==> src/rtl/change_dispenser.sv <==
// Pays an owed amount (nickel units) as greedy quarter/dime/nickel pulses from a refillable inventory.
// First pulse two cycles after start; optional running payout total under DISPENSE_TOTAL_EN.
module change_dispenser #(
    parameter int AMOUNT_W      = 8,
    parameter int INV_W         = 6,
    parameter int GAP_CYCLES    = 1,
    parameter int INIT_QUARTERS = 10,
    parameter int INIT_DIMES    = 10,
    parameter int INIT_NICKELS  = 10
) (
    input  logic                clock,
    input  logic                reset,
    input  logic                start,
    input  logic [AMOUNT_W-1:0] changeNickels,
    input  logic                clearError,
    input  logic                refillValid,
    input  logic [1:0]          refillCoin,
    output logic                dispenseFive,
    output logic                dispenseTen,
    output logic                dispenseTwentyFive,
    output logic                busy,
    output logic                done,
    output logic                error,
    output logic [AMOUNT_W-1:0] remaining,
    output logic [INV_W-1:0]    quarterCount,
    output logic [INV_W-1:0]    dimeCount,
    output logic [INV_W-1:0]    nickelCount
`ifdef DISPENSE_TOTAL_EN
    ,
    output logic [15:0]         totalDispensed
`endif
);

    localparam logic [1:0] COIN_N = 2'b00;
    localparam logic [1:0] COIN_D = 2'b01;
    localparam logic [1:0] COIN_Q = 2'b10;
    localparam int GW = (GAP_CYCLES > 1) ? $clog2(GAP_CYCLES) : 1;
    localparam logic [GW-1:0] GAP_LAST = GW'((GAP_CYCLES > 0) ? GAP_CYCLES - 1 : 0);
    localparam logic [INV_W-1:0] INV_MAX = '1;

    typedef enum logic [2:0] {S_IDLE, S_SELECT, S_PULSE, S_GAP, S_DONE, S_ERROR} state_t;

    state_t              state_q;
    logic [AMOUNT_W-1:0] remaining_q;
    logic [1:0]          coin_q;
    logic [GW-1:0]       gap_q;
    logic                nickel_q, dime_q, quarter_q;
    logic                busy_q, done_q, error_q;
    logic [INV_W-1:0]    q_cnt_q, d_cnt_q, n_cnt_q;
    logic [INV_W-1:0]    q_cnt_d, d_cnt_d, n_cnt_d;
    logic                refill_q, refill_d, refill_n;
    logic                take_q, take_d, take_n;
    logic [AMOUNT_W-1:0] coin_val, rem_after;
    logic                use_q, use_d, use_n;

    // Simultaneous refill and payout of the same coin cancel out.
    function automatic logic [INV_W-1:0] inv_next(input logic [INV_W-1:0] cnt,
                                                  input logic inc, input logic dec);
        inv_next = cnt;
        if (inc && !dec && cnt != INV_MAX)
            inv_next = cnt + INV_W'(1);
        else if (dec && !inc)
            inv_next = cnt - INV_W'(1);
    endfunction

    always_comb begin
        refill_q = refillValid && (refillCoin == COIN_Q);
        refill_d = refillValid && (refillCoin == COIN_D);
        refill_n = refillValid && (refillCoin == COIN_N);
        take_q   = (state_q == S_PULSE) && (coin_q == COIN_Q);
        take_d   = (state_q == S_PULSE) && (coin_q == COIN_D);
        take_n   = (state_q == S_PULSE) && (coin_q == COIN_N);
        q_cnt_d  = inv_next(q_cnt_q, refill_q, take_q);
        d_cnt_d  = inv_next(d_cnt_q, refill_d, take_d);
        n_cnt_d  = inv_next(n_cnt_q, refill_n, take_n);
        case (coin_q)
            COIN_Q:  coin_val = AMOUNT_W'(5);
            COIN_D:  coin_val = AMOUNT_W'(2);
            default: coin_val = AMOUNT_W'(1);
        endcase
        rem_after = remaining_q - coin_val;
        // A refill arriving during SELECT counts toward availability.
        use_q = (remaining_q >= AMOUNT_W'(5)) && ((q_cnt_q != '0) || refill_q);
        use_d = (remaining_q >= AMOUNT_W'(2)) && ((d_cnt_q != '0) || refill_d);
        use_n = (n_cnt_q != '0) || refill_n;
    end

    always_ff @(posedge clock) begin
        if (reset) begin
            q_cnt_q <= INV_W'(INIT_QUARTERS);
            d_cnt_q <= INV_W'(INIT_DIMES);
            n_cnt_q <= INV_W'(INIT_NICKELS);
        end else begin
            q_cnt_q <= q_cnt_d;
            d_cnt_q <= d_cnt_d;
            n_cnt_q <= n_cnt_d;
        end
    end

    always_ff @(posedge clock) begin
        if (reset) begin
            state_q     <= S_IDLE;
            remaining_q <= '0;
            coin_q      <= COIN_N;
            gap_q       <= '0;
            nickel_q    <= 1'b0;
            dime_q      <= 1'b0;
            quarter_q   <= 1'b0;
            busy_q      <= 1'b0;
            done_q      <= 1'b0;
            error_q     <= 1'b0;
        end else begin
            nickel_q  <= 1'b0;
            dime_q    <= 1'b0;
            quarter_q <= 1'b0;
            done_q    <= 1'b0;
            case (state_q)
                S_IDLE: begin
                    if (start) begin
                        remaining_q <= changeNickels;
                        busy_q      <= 1'b1;
                        if (changeNickels == '0) begin
                            state_q <= S_DONE;
                            done_q  <= 1'b1;
                        end else begin
                            state_q <= S_SELECT;
                        end
                    end
                end
                S_SELECT: begin
                    if (use_q) begin
                        coin_q    <= COIN_Q;
                        quarter_q <= 1'b1;
                        state_q   <= S_PULSE;
                    end else if (use_d) begin
                        coin_q  <= COIN_D;
                        dime_q  <= 1'b1;
                        state_q <= S_PULSE;
                    end else if (use_n) begin
                        coin_q   <= COIN_N;
                        nickel_q <= 1'b1;
                        state_q  <= S_PULSE;
                    end else begin
                        error_q <= 1'b1;
                        state_q <= S_ERROR;
                    end
                end
                S_PULSE: begin
                    remaining_q <= rem_after;
                    if (rem_after == '0) begin
                        done_q  <= 1'b1;
                        state_q <= S_DONE;
                    end else if (GAP_CYCLES > 0) begin
                        gap_q   <= GAP_LAST;
                        state_q <= S_GAP;
                    end else begin
                        state_q <= S_SELECT;
                    end
                end
                S_GAP: begin
                    if (gap_q == '0)
                        state_q <= S_SELECT;
                    else
                        gap_q <= gap_q - GW'(1);
                end
                S_DONE: begin
                    busy_q  <= 1'b0;
                    state_q <= S_IDLE;
                end
                S_ERROR: begin
                    if (clearError) begin
                        busy_q  <= 1'b0;
                        error_q <= 1'b0;
                        state_q <= S_IDLE;
                    end
                end
                default: begin
                    busy_q  <= 1'b0;
                    error_q <= 1'b0;
                    state_q <= S_IDLE;
                end
            endcase
        end
    end

`ifdef DISPENSE_TOTAL_EN
    logic [15:0] total_q;

    always_ff @(posedge clock) begin
        if (reset)
            total_q <= '0;
        else if (state_q == S_PULSE)
            total_q <= total_q + 16'(coin_val);
    end

    assign totalDispensed = total_q;
`endif

    assign dispenseFive       = nickel_q;
    assign dispenseTen        = dime_q;
    assign dispenseTwentyFive = quarter_q;
    assign busy               = busy_q;
    assign done               = done_q;
    assign error              = error_q;
    assign remaining          = remaining_q;
    assign quarterCount       = q_cnt_q;
    assign dimeCount          = d_cnt_q;
    assign nickelCount        = n_cnt_q;

endmodule

==> config.mk <==
export PLATFORM = sky130hd
export DESIGN_NAME = change_dispenser
export DESIGN_NICKNAME = d
export VERILOG_FILES = /design/src/rtl/change_dispenser.sv
export SDC_FILE = /design/constraint.sdc
export NUM_CORES = 1
export LEC_CHECK = 0
export CORE_MARGIN = 2
export CORE_UTILIZATION = 52
export CTS_CLUSTER_DIAMETER = 200
export CTS_CLUSTER_SIZE = 10
export DETAILED_ROUTE_END_ITERATION = 10
export GPL_TIMING_DRIVEN = 0
export PLACE_DENSITY = 0.8
export RECOVER_POWER = 50
export SLEW_MARGIN = 10
export SYNTH_ARGS = -nofsm -noshare
export SYNTH_HDL_FRONTEND = slang
export SYNTH_SLANG_ARGS = --single-unit
==> constraint.sdc <==
create_clock -name clock -period 3.9 [get_ports clock]
set_input_delay 0.39 -clock clock [delete_from_list [all_inputs] [get_ports clock]]
set_output_delay 0.39 -clock clock [all_outputs]
set_load 0.02 [all_outputs]
Yosys cells after proc, flatten, opt, wreduce, memory -nomap -nowiden. Index checks and enable logic that the tools add are counted.

Register bits: 38. Output and inout port bits: 32.

Add/sub/neg operators: 8. Magnitude comparators: 2. Equality and inequality tests: 19. Multiplexer cells: 38. Bitwise gates (word level): 3. Reduce and logical (&&, ||, !) cells: 51.

Operators by type and width (number): $mux 6 (6); $mux 3 (8); $add 6x1->6 const B (3); $ne 6x6->1 const B (3); $reduce_bool 6->1 (3); $sub 6x1->6 const B (3); $logic_and 1x1->1 (17); $logic_not 8->1 (2); $pmux 8 s2 (1); $pmux 3 s5 (1); $ne 2x2->1 const B (7); $mux 1 (13); $reduce_bool 2->1 (5); $ge 8x2->1 const B (1); $ge 8x3->1 const B (1); $mux 8 (1); $reduce_or 4->1 (2); $sub 8x8->8 (1); $eq 3x2->1 const B (2); $eq 3x3->1 const B (2); $logic_not 1->1 (6); $mux 2 (3); $pmux 1 s3 (2); $pmux 3 s2 (1); other kinds (15) (27).

Logic depth before layout (Yosys ltp). Gate-level depths: netlist of run 1.

Word-level depth: 7. Depth in mapped cells: 11. Depth with buffers taken out: 9.

Worst setup path before layout of run 1. OpenSTA, ideal clock, no wires.

Path kind: reg-to-reg. Start: register state_q[1]. End: register n_cnt_q[5], in the netlist nickelCount[5]. Arrival time: 2.903 ns. Data required time: 3.779 ns. Setup slack: 0.876 ns. Stages on the path, launching flop included: 12. Clock period less this slack: 3.024 ns. Path through: dfxtp_1 -> buf_4 -> or3b_1 -> buf_2 -> or2_2 -> o211ai_1 -> ha_1 -> a211oi_1 -> o21bai_1 -> a2111o_1 -> o21ai_0 -> mux2_2.

Cells in the longest elaborated chain, start to end: 6. Elaborated cells between the ends (all ways): 8. Classes of those cells: eq/ne (1); mux (1); reduce/logical (6).

Ends and longest elaborated chain: start: declaration (line 43) `state_t state_q;`; start signal: assignment (line 102) `state_q <= S_IDLE;`; start signal: assignment (line 123) `state_q <= S_DONE;`; start signal: assignment (line 126) `state_q <= S_SELECT;`; $eq 3x2->1 (*) (line 72) `take_n = (state_q == S_PULSE) && (coin_q == COIN_N);`; $logic_and 1x1->1 (*) (line 72); $logic_not 1->1 (line 60) `if (inc && !dec && cnt != INV_MAX)`; $logic_and 1x1->1 (2 in a row) (line 60); $mux 6 or $reduce_bool 2->1 (tied branches); end signal: assignment (line 92) `n_cnt_q <= INV_W'(INIT_NICKELS);`; end signal: assignment (line 96) `n_cnt_q <= n_cnt_d;`; end: declaration (line 49) `logic [INV_W-1:0] q_cnt_q, d_cnt_q, n_cnt_q;`.

Every way passes the cells marked *; elsewhere a longest branch is shown, timed or not. A chain may end at the register's enable or synchronous reset.

Worst setup path after layout of run 1.
Start: input refillValid. End: register n_cnt_q[5], in the netlist nickelCount[5].

Cells in the longest elaborated chain, start to end: 4. Elaborated cells between the ends (all ways): 7. Classes of those cells: mux (1); reduce/logical (6).

Ends and longest elaborated chain: start: declaration (line 16) `input logic refillValid,`; $logic_and 1x1->1 (*) (line 69) `refill_n = refillValid && (refillCoin == COIN_N);`; $logic_and 1x1->1 or $logic_not 1->1 (tied branches) (line 60, 62); $logic_and 1x1->1 (on tied branches) (line 60, 62); $mux 6 or $reduce_bool 2->1 (tied branches).

Marked as above.

==> flow_summary.json, run 1 <==
{
  "dr.pass1.iters": 4,
  "first_iter_violations": 149,
  "synthArstFlopShare_pct": 0,
  "synthCells": 280,
  "crit_chain": "clkdlybuf4s50_1, nor3b_1, o211ai_1, ha_1, a211oi_1, o21bai_1, a2111o_1, o21ai_0, mux2_2",
  "numPortBuffers": 46,
  "cp_top_family": "compound AO/OA/AOI/OAI gates",
  "syn2layout_area_growth_pct": 24.9,
  "antenna_found_initial": 0,
  "critPathCaptureType": "register",
  "place_area_um2": 2970,
  "yosys-top-cells-area": "dfxtp_1 30%, ha_1 7.7%, xnor2_1 5.4%",
  "synthDistinctLibCells": 56,
  "gpl.final_weighted_congestion": 0.929,
  "std_cell_rows": 24,
  "clockRootBuffer": "clkbuf_8",
  "netlist_area_um2": 2440,
  "cp-start-kind": "input pin",
  "synth.most_common_cell": "dfxtp_1",
  "design_area_um2": 3050,
  "syn-num-nets": 314,
  "diodes": 0,
  "ys_warn_count": 0,
  "critPathBufInv": 1,
  "timing.hold.ws_ns": 0.501,
  "insertion_delay_ns": 0.29,
  "coreArea_um2": 4440,
  "gr-usage-all-layers_pct": 22.1,
  "vias_per_cell": 5.96,
  "finalNetCount": 367,
  "post_cts_buffers": 0,
  "fin_crit_ns": 3.42,
  "multi_input_area_um2": 1620,
  "layout-drive-gt1-share_pct": 7.49,
  "hold_path_class": "reg2reg",
  "hold_viol_final": 0,
  "yosys-top-cells-count": "37 x dfxtp_1, 27 x nor2_1, 22 x nand2_1",
  "max_freq_mhz": 293,
  "fin_worst_skew_ns": 0.00886,
  "synth_top_area_cell": "dfxtp_1",
  "drc_errors": 0,
  "grt_max_degree": 12,
  "num_io_pins": 47,
  "setup_viol": 0,
  "crit_arrival_ns": 3.60,
  "avgSynthCellArea_um2": 8.72,
  "clk_pin_slew_ns": 0.07,
  "start_util_pct": 54.9,
  "crit_fanout": 6,
  "num-fill-cells": 374,
  "ant_nets": 0,
  "vias": 2301,
  "p_per_area_nw_per_um2": 396,
  "h-tree-depth": 2,
  "register_area_um2": 741,
  "finalPower_mw": 1.21,
  "rsz0062_at_grt": "no",
  "finalWirelength_um": 5740,
  "ys_seq_elements": 37,
  "cts_buffer_depth": 2,
  "die-area_um2": 5260,
  "hpwl_um": 4340,
  "grt_first_pass_wirelength_um": 9250,
  "status": "finished, final reports clean",
  "cts_tree": "yes",
  "synth_edf_count": 0,
  "die_w_um": 72.5,
  "cts.sinks": 37,
  "worst_pin_slew_ns": 0.776,
  "ys.flop_type": "dfxtp_1",
  "crit_type": "in2reg",
  "min_period_over_period_pct": 87.7,
  "grt_overflow": 0,
  "die_h_um": 72.5,
  "final_max_slew_viol_count": 0,
  "slowest_delay_ns": 0.66,
  "grt_pass1_vias": 2000,
  "wl_per_cell_um": 14.9,
  "setup_tns_ns": 0,
  "max_cap_violations": 0,
  "r2r_slack_ns": 0.65,
  "postLayoutCoreUtil_pct": 68.6,
  "ir_drop_mv": 0.360,
  "synth_top_area_share_pct": 30.3,
  "relSlewSlack_pct": 48.2,
  "cts_hold_buf": 0,
  "ys_seq_area_share_pct": 30.3,
  "power.leakage_nw": 1.15,
  "crit_required_ns": 4.08,
  "post_cts_resized": 0,
  "slowest_stage": "nor3b_1",
  "cts_made_buffers": 5
}
logic make-up (layout without fill, tap and decap cells):
family / Yosys count / after routing / share of synthesized area, %
AND/OR/NAND/NOR: 97 / 97 / 21.5
AO/OA/AOI/OAI: 76 / 76 / 21.3
flip-flops: 37 / 37 / 30.3
buffers and inverters: 20 / 74 / 3.28
adder cells (fa/ha/maj): 19 / 19 / 11.0
XOR/XNOR: 16 / 16 / 5.74
multiplexers: 15 / 15 / 6.82
flip-flops by register name, indices dropped and copies added (netlist names):
signal              count
coin_q                  2
done                    1
dispenseTen             1
nickelCount             6
busy                    1
quarterCount            6
remaining               8
dimeCount               6
error                   1
dispenseFive            1
state_q                 3
dispenseTwentyFive      1
worst paths after layout:
check	from	to	cells after the start
worst min register to register	error	error	2
worst min-delay path	error	error	2
worst max-delay path	refillValid	nickelCount[5]	9
worst max register to register	state_q[1]	nickelCount[5]	11
placed cells by master, fill, tap and decap left out, types with 4 or more instances in the layout:
| cell | netlist | routed |
|---|---|---|
| xnor2_1 | 15 | 15 |
| mux2i_1 | 11 | 11 |
| inv_1 | 8 | 8 |
| dfxtp_1 | 37 | 37 |
| nor4_1 | 4 | 4 |
| dlygate4sd3_1 | 0 | 31 |
| a211oi_1 | 11 | 11 |
| nand4_1 | 4 | 4 |
| nand2b_1 | 4 | 4 |
| clkdlybuf4s50_1 | 0 | 15 |
| o21ai_0 | 11 | 11 |
| fa_1 | 4 | 4 |
| a21o_1 | 8 | 8 |
| nand3b_1 | 4 | 4 |
| or2_2 | 4 | 4 |
| nand2_1 | 22 | 22 |
| ha_1 | 15 | 15 |
| clkbuf_8 | 0 | 5 |
| clkbuf_1 | 10 | 11 |
| nor3_1 | 6 | 6 |
| a21oi_1 | 17 | 17 |
| nor2_1 | 27 | 27 |
final cells by class:
class	instances	area share (%)
buffer	12	1.64
clock buffer	6	2.38
clock inverter	2	0.328
inverter	8	0.985
multi-input combinational	223	53.1
sequential	37	24.3
tap	52	2.13
timing repair buffer	46	15.1
power by group:
part | internal, mW | switching, mW | total, mW
Combinational | 0.219 | 0.265 | 0.485
Sequential | 0.416 | 0.0493 | 0.466
Clock | 0.124 | 0.135 | 0.258
Total | 0.760 | 0.449 | 1.21
per-stage QoR:
stage | instances | worst slack (ns)
finish | 386 | 0.481
global route | 386 | 0.250
CTS | 386 | 0.474
detailed placement | 378 | 0.172
global placement | 378 | 0.183
floorplan | 280 | 0.876
worst register-to-register path, cell delays in order, from the launching register on:
cell      delay, ns
dfxtp_1        0.31
buf_4          0.15
or3b_1         0.34
buf_2          0.17
or2_2          0.35
o211ai_1       0.27
ha_1           0.35
a211oi_1       0.23
o21bai_1       0.13
a2111o_1       0.40
o21ai_0        0.09
mux2_2         0.35
routing by layer:
layer	routed length, µm	vias up	GRT usage [%]
met5	0	-	0
met4	29	0	2.47
met3	370	6	4.58
met2	2690	79	35.8
met1	2650	1069	31.6
li1	-	1147	-
Power figures use the tool's default switching activity.
==> run 2: changes to the inputs <==
==> constraint.sdc (replaced) <==
create_clock -name clock -period 3.3 [get_ports clock]
set_input_delay 0.33 -clock clock [delete_from_list [all_inputs] [get_ports clock]]
set_output_delay 0.33 -clock clock [all_outputs]
set_load 0.02 [all_outputs]
==> flow_summary.json, run 2 (synthesis gave the netlist of run 1 again) <==
{
  "status": "finished, final reports clean",
  "first_iter_violations": 136,
  "finalPower_mw": 1.44,
  "start_util_pct": 54.9,
  "r2r_slack_ns": 0.21,
  "setup_viol": 0,
  "layout-drive-gt1-share_pct": 8.90,
  "cts.sinks": 37,
  "gpl.final_weighted_congestion": 0.929,
  "hp-start": "coin_q[0]",
  "antenna_found_initial": 0,
  "syn2layout_area_growth_pct": 26.3,
  "diodes": 0,
  "vias": 2314,
  "coreArea_um2": 4440,
  "dr.pass1.iters": 4,
  "cts_hold_buf": 0,
  "die_w_um": 72.5,
  "grt_pass1_vias": 1999,
  "vias_per_cell": 5.95,
  "relSlewSlack_pct": 56.3,
  "cts_buffer_depth": 2,
  "crit_required_ns": 3.48,
  "drc_errors": 0,
  "worstHoldPathCells": 2,
  "place_area_um2": 2970,
  "insertion_delay_ns": 0.29,
  "critPathBufInv": 2,
  "min_period_over_period_pct": 93.8,
  "rsz0062_at_grt": "no",
  "grt_first_pass_wirelength_um": 9250,
  "final_cell_mix": "37 x dfxtp_1, 32 x dlygate4sd3_1, 27 x nor2_1",
  "worst_pin_slew_ns": 0.655,
  "wl_per_cell_um": 15.0,
  "max_cap_violations": 0,
  "timing.rr.start": "state_q[1]",
  "gr-usage-all-layers_pct": 22.1,
  "r2r_cells": 11,
  "p_per_area_nw_per_um2": 467,
  "ant_nets": 0,
  "hold_viol_final": 0,
  "r2r_end": "nickelCount[5]",
  "grt_max_degree": 12,
  "crit_chain": "buf_4, or3b_1, buf_2, or2_4, o211ai_1, ha_1, a211oi_2, o21bai_1, a2111o_1, o21ai_0, mux2_2",
  "cts_made_buffers": 5,
  "max_freq_mhz": 323,
  "die_h_um": 72.5,
  "die-area_um2": 5260,
  "dp_slack_ns": -0.368,
  "crit_type": "reg2reg",
  "ir_drop_mv": 0.426,
  "finalNetCount": 370,
  "crit_fanout": 10,
  "cp_top_family": "compound AO/OA/AOI/OAI gates",
  "num_io_pins": 47,
  "std_cell_rows": 24,
  "h-tree-depth": 2,
  "grt_overflow": 0,
  "setup_tns_ns": 0,
  "slowest_delay_ns": 0.40,
  "largest_register_ffs": 8,
  "whs_endpoint": "coin_q[0]",
  "hold_path_class": "reg2reg",
  "cts_tree": "yes",
  "cp-start-kind": "register",
  "critPathCaptureType": "register",
  "final_max_slew_viol_count": 0,
  "crit_arrival_ns": 3.27,
  "clk_pin_slew_ns": 0.07,
  "place_inst": 378,
  "hpwl_um": 4340,
  "finalWirelength_um": 5830,
  "slowest_stage": "a2111o_1",
  "final_cells": 389,
  "clockRootBuffer": "clkbuf_8",
  "fin_crit_ns": 3.09,
  "final_common_cell": "dfxtp_1",
  "design_area_um2": 3080,
  "numPortBuffers": 46,
  "worst_slack_ns": 0.205,
  "num-fill-cells": 370,
  "fin_worst_skew_ns": 0.00895,
  "power.leakage_nw": 1.17
}
-- run 2: cell types whose count changed in the layout (fill, tap and decap cells not counted) --
cell,before,now
nor3b_1,3,2
dlygate4sd3_1,31,32
a211oi_1,11,10
nor3b_2,0,1
clkdlybuf4s50_1,15,14
or2_2,4,3
buf_4,1,4
or2_4,0,1
a211oi_2,0,1
-- run 2: worst min-delay path, stage by stage (launching register included) --
cell and delay (ns):
dfxtp_1 0.33, nand2_1 0.06, o21ai_0 0.06
-- run 2: cell type report --
class | count | area (µm²) | share of cell area, %
Sequential cell | 37 | 741 | 24.0
Inverter | 8 | 30.0 | 0.974
Clock inverter | 2 | 10.0 | 0.325
Clock buffer | 6 | 72.6 | 2.35
Tap cell | 52 | 65.1 | 2.11
Buffer | 12 | 50.0 | 1.62
Multi-Input combinational cell | 223 | 1630 | 52.9
Timing Repair Buffer | 49 | 483 | 15.7
-- run 2: metrics by stage --
stage / utilization (%) / hold slack [ns]
finish: 69.4 / 0.497
global placement: 66.8 / 0.471
CTS: 68.7 / 0.494
global route: 69.4 / 0.528
floorplan: - / 0.452
detailed placement: 66.8 / 0.482
-- run 2: timing repair --
| item | in CTS | in global routing |
|---|---|---|
| resized for setup | 1 | 2 |
| pin swaps | 0 | 1 |
| setup buffers | 0 | 3 |
| endpoints found under the setup margin | 1 | 1 |
| gates cloned | 0 | 0 |
-- run 2: metal layers --
layer  global-route usage (%)  vias to the layer above  part of all wire (%)  wire length (µm)
li1                         -                     1149                     -                 -
met1                     31.6                     1083                    47              2730
met2                     35.8                       78                    47              2720
met3                     4.58                        4                   6.0               352
met4                     2.47                        0                  0.50                29
met5                        0                        -                     0                 0
-- run 2: power by group --
part	internal, mW	switching [mW]	total, mW	leakage (nW)
combinational	0.264	0.318	0.581	0.822
clock	0.146	0.161	0.307	0.0450
sequential	0.492	0.0586	0.551	0.303
-- run 2: how the worst max path moves through the flow --
stage               slack (ns)  cells after the start        start              to
floorplan                 0.28                     11   state_q[1]  nickelCount[5]
global placement         -0.36                      9  refillValid  nickelCount[5]
detailed placement       -0.37                      9  refillValid  nickelCount[5]
CTS                       0.06                     11   state_q[1]  nickelCount[5]
global route              0.02                     11   state_q[1]  nickelCount[5]
finish                    0.21                     11   state_q[1]  nickelCount[5]
==> run 3: changes to the inputs <==
--- a/config.mk
+++ b/config.mk
@@ -11,6 +11,7 @@
 export CTS_CLUSTER_SIZE = 10
 export DETAILED_ROUTE_END_ITERATION = 10
 export GPL_TIMING_DRIVEN = 0
+export MAX_ROUTING_LAYER = met4
 export PLACE_DENSITY = 0.8
 export RECOVER_POWER = 50
 export SLEW_MARGIN = 10
==> results of run 3 <==
Final layout, timing and power as in run 2 (identical DEF).
Among the figures that moved: final weighted congestion in routability-driven placement 0.929 -> 0.946; overall routing resource usage 22.1% -> 22.8%
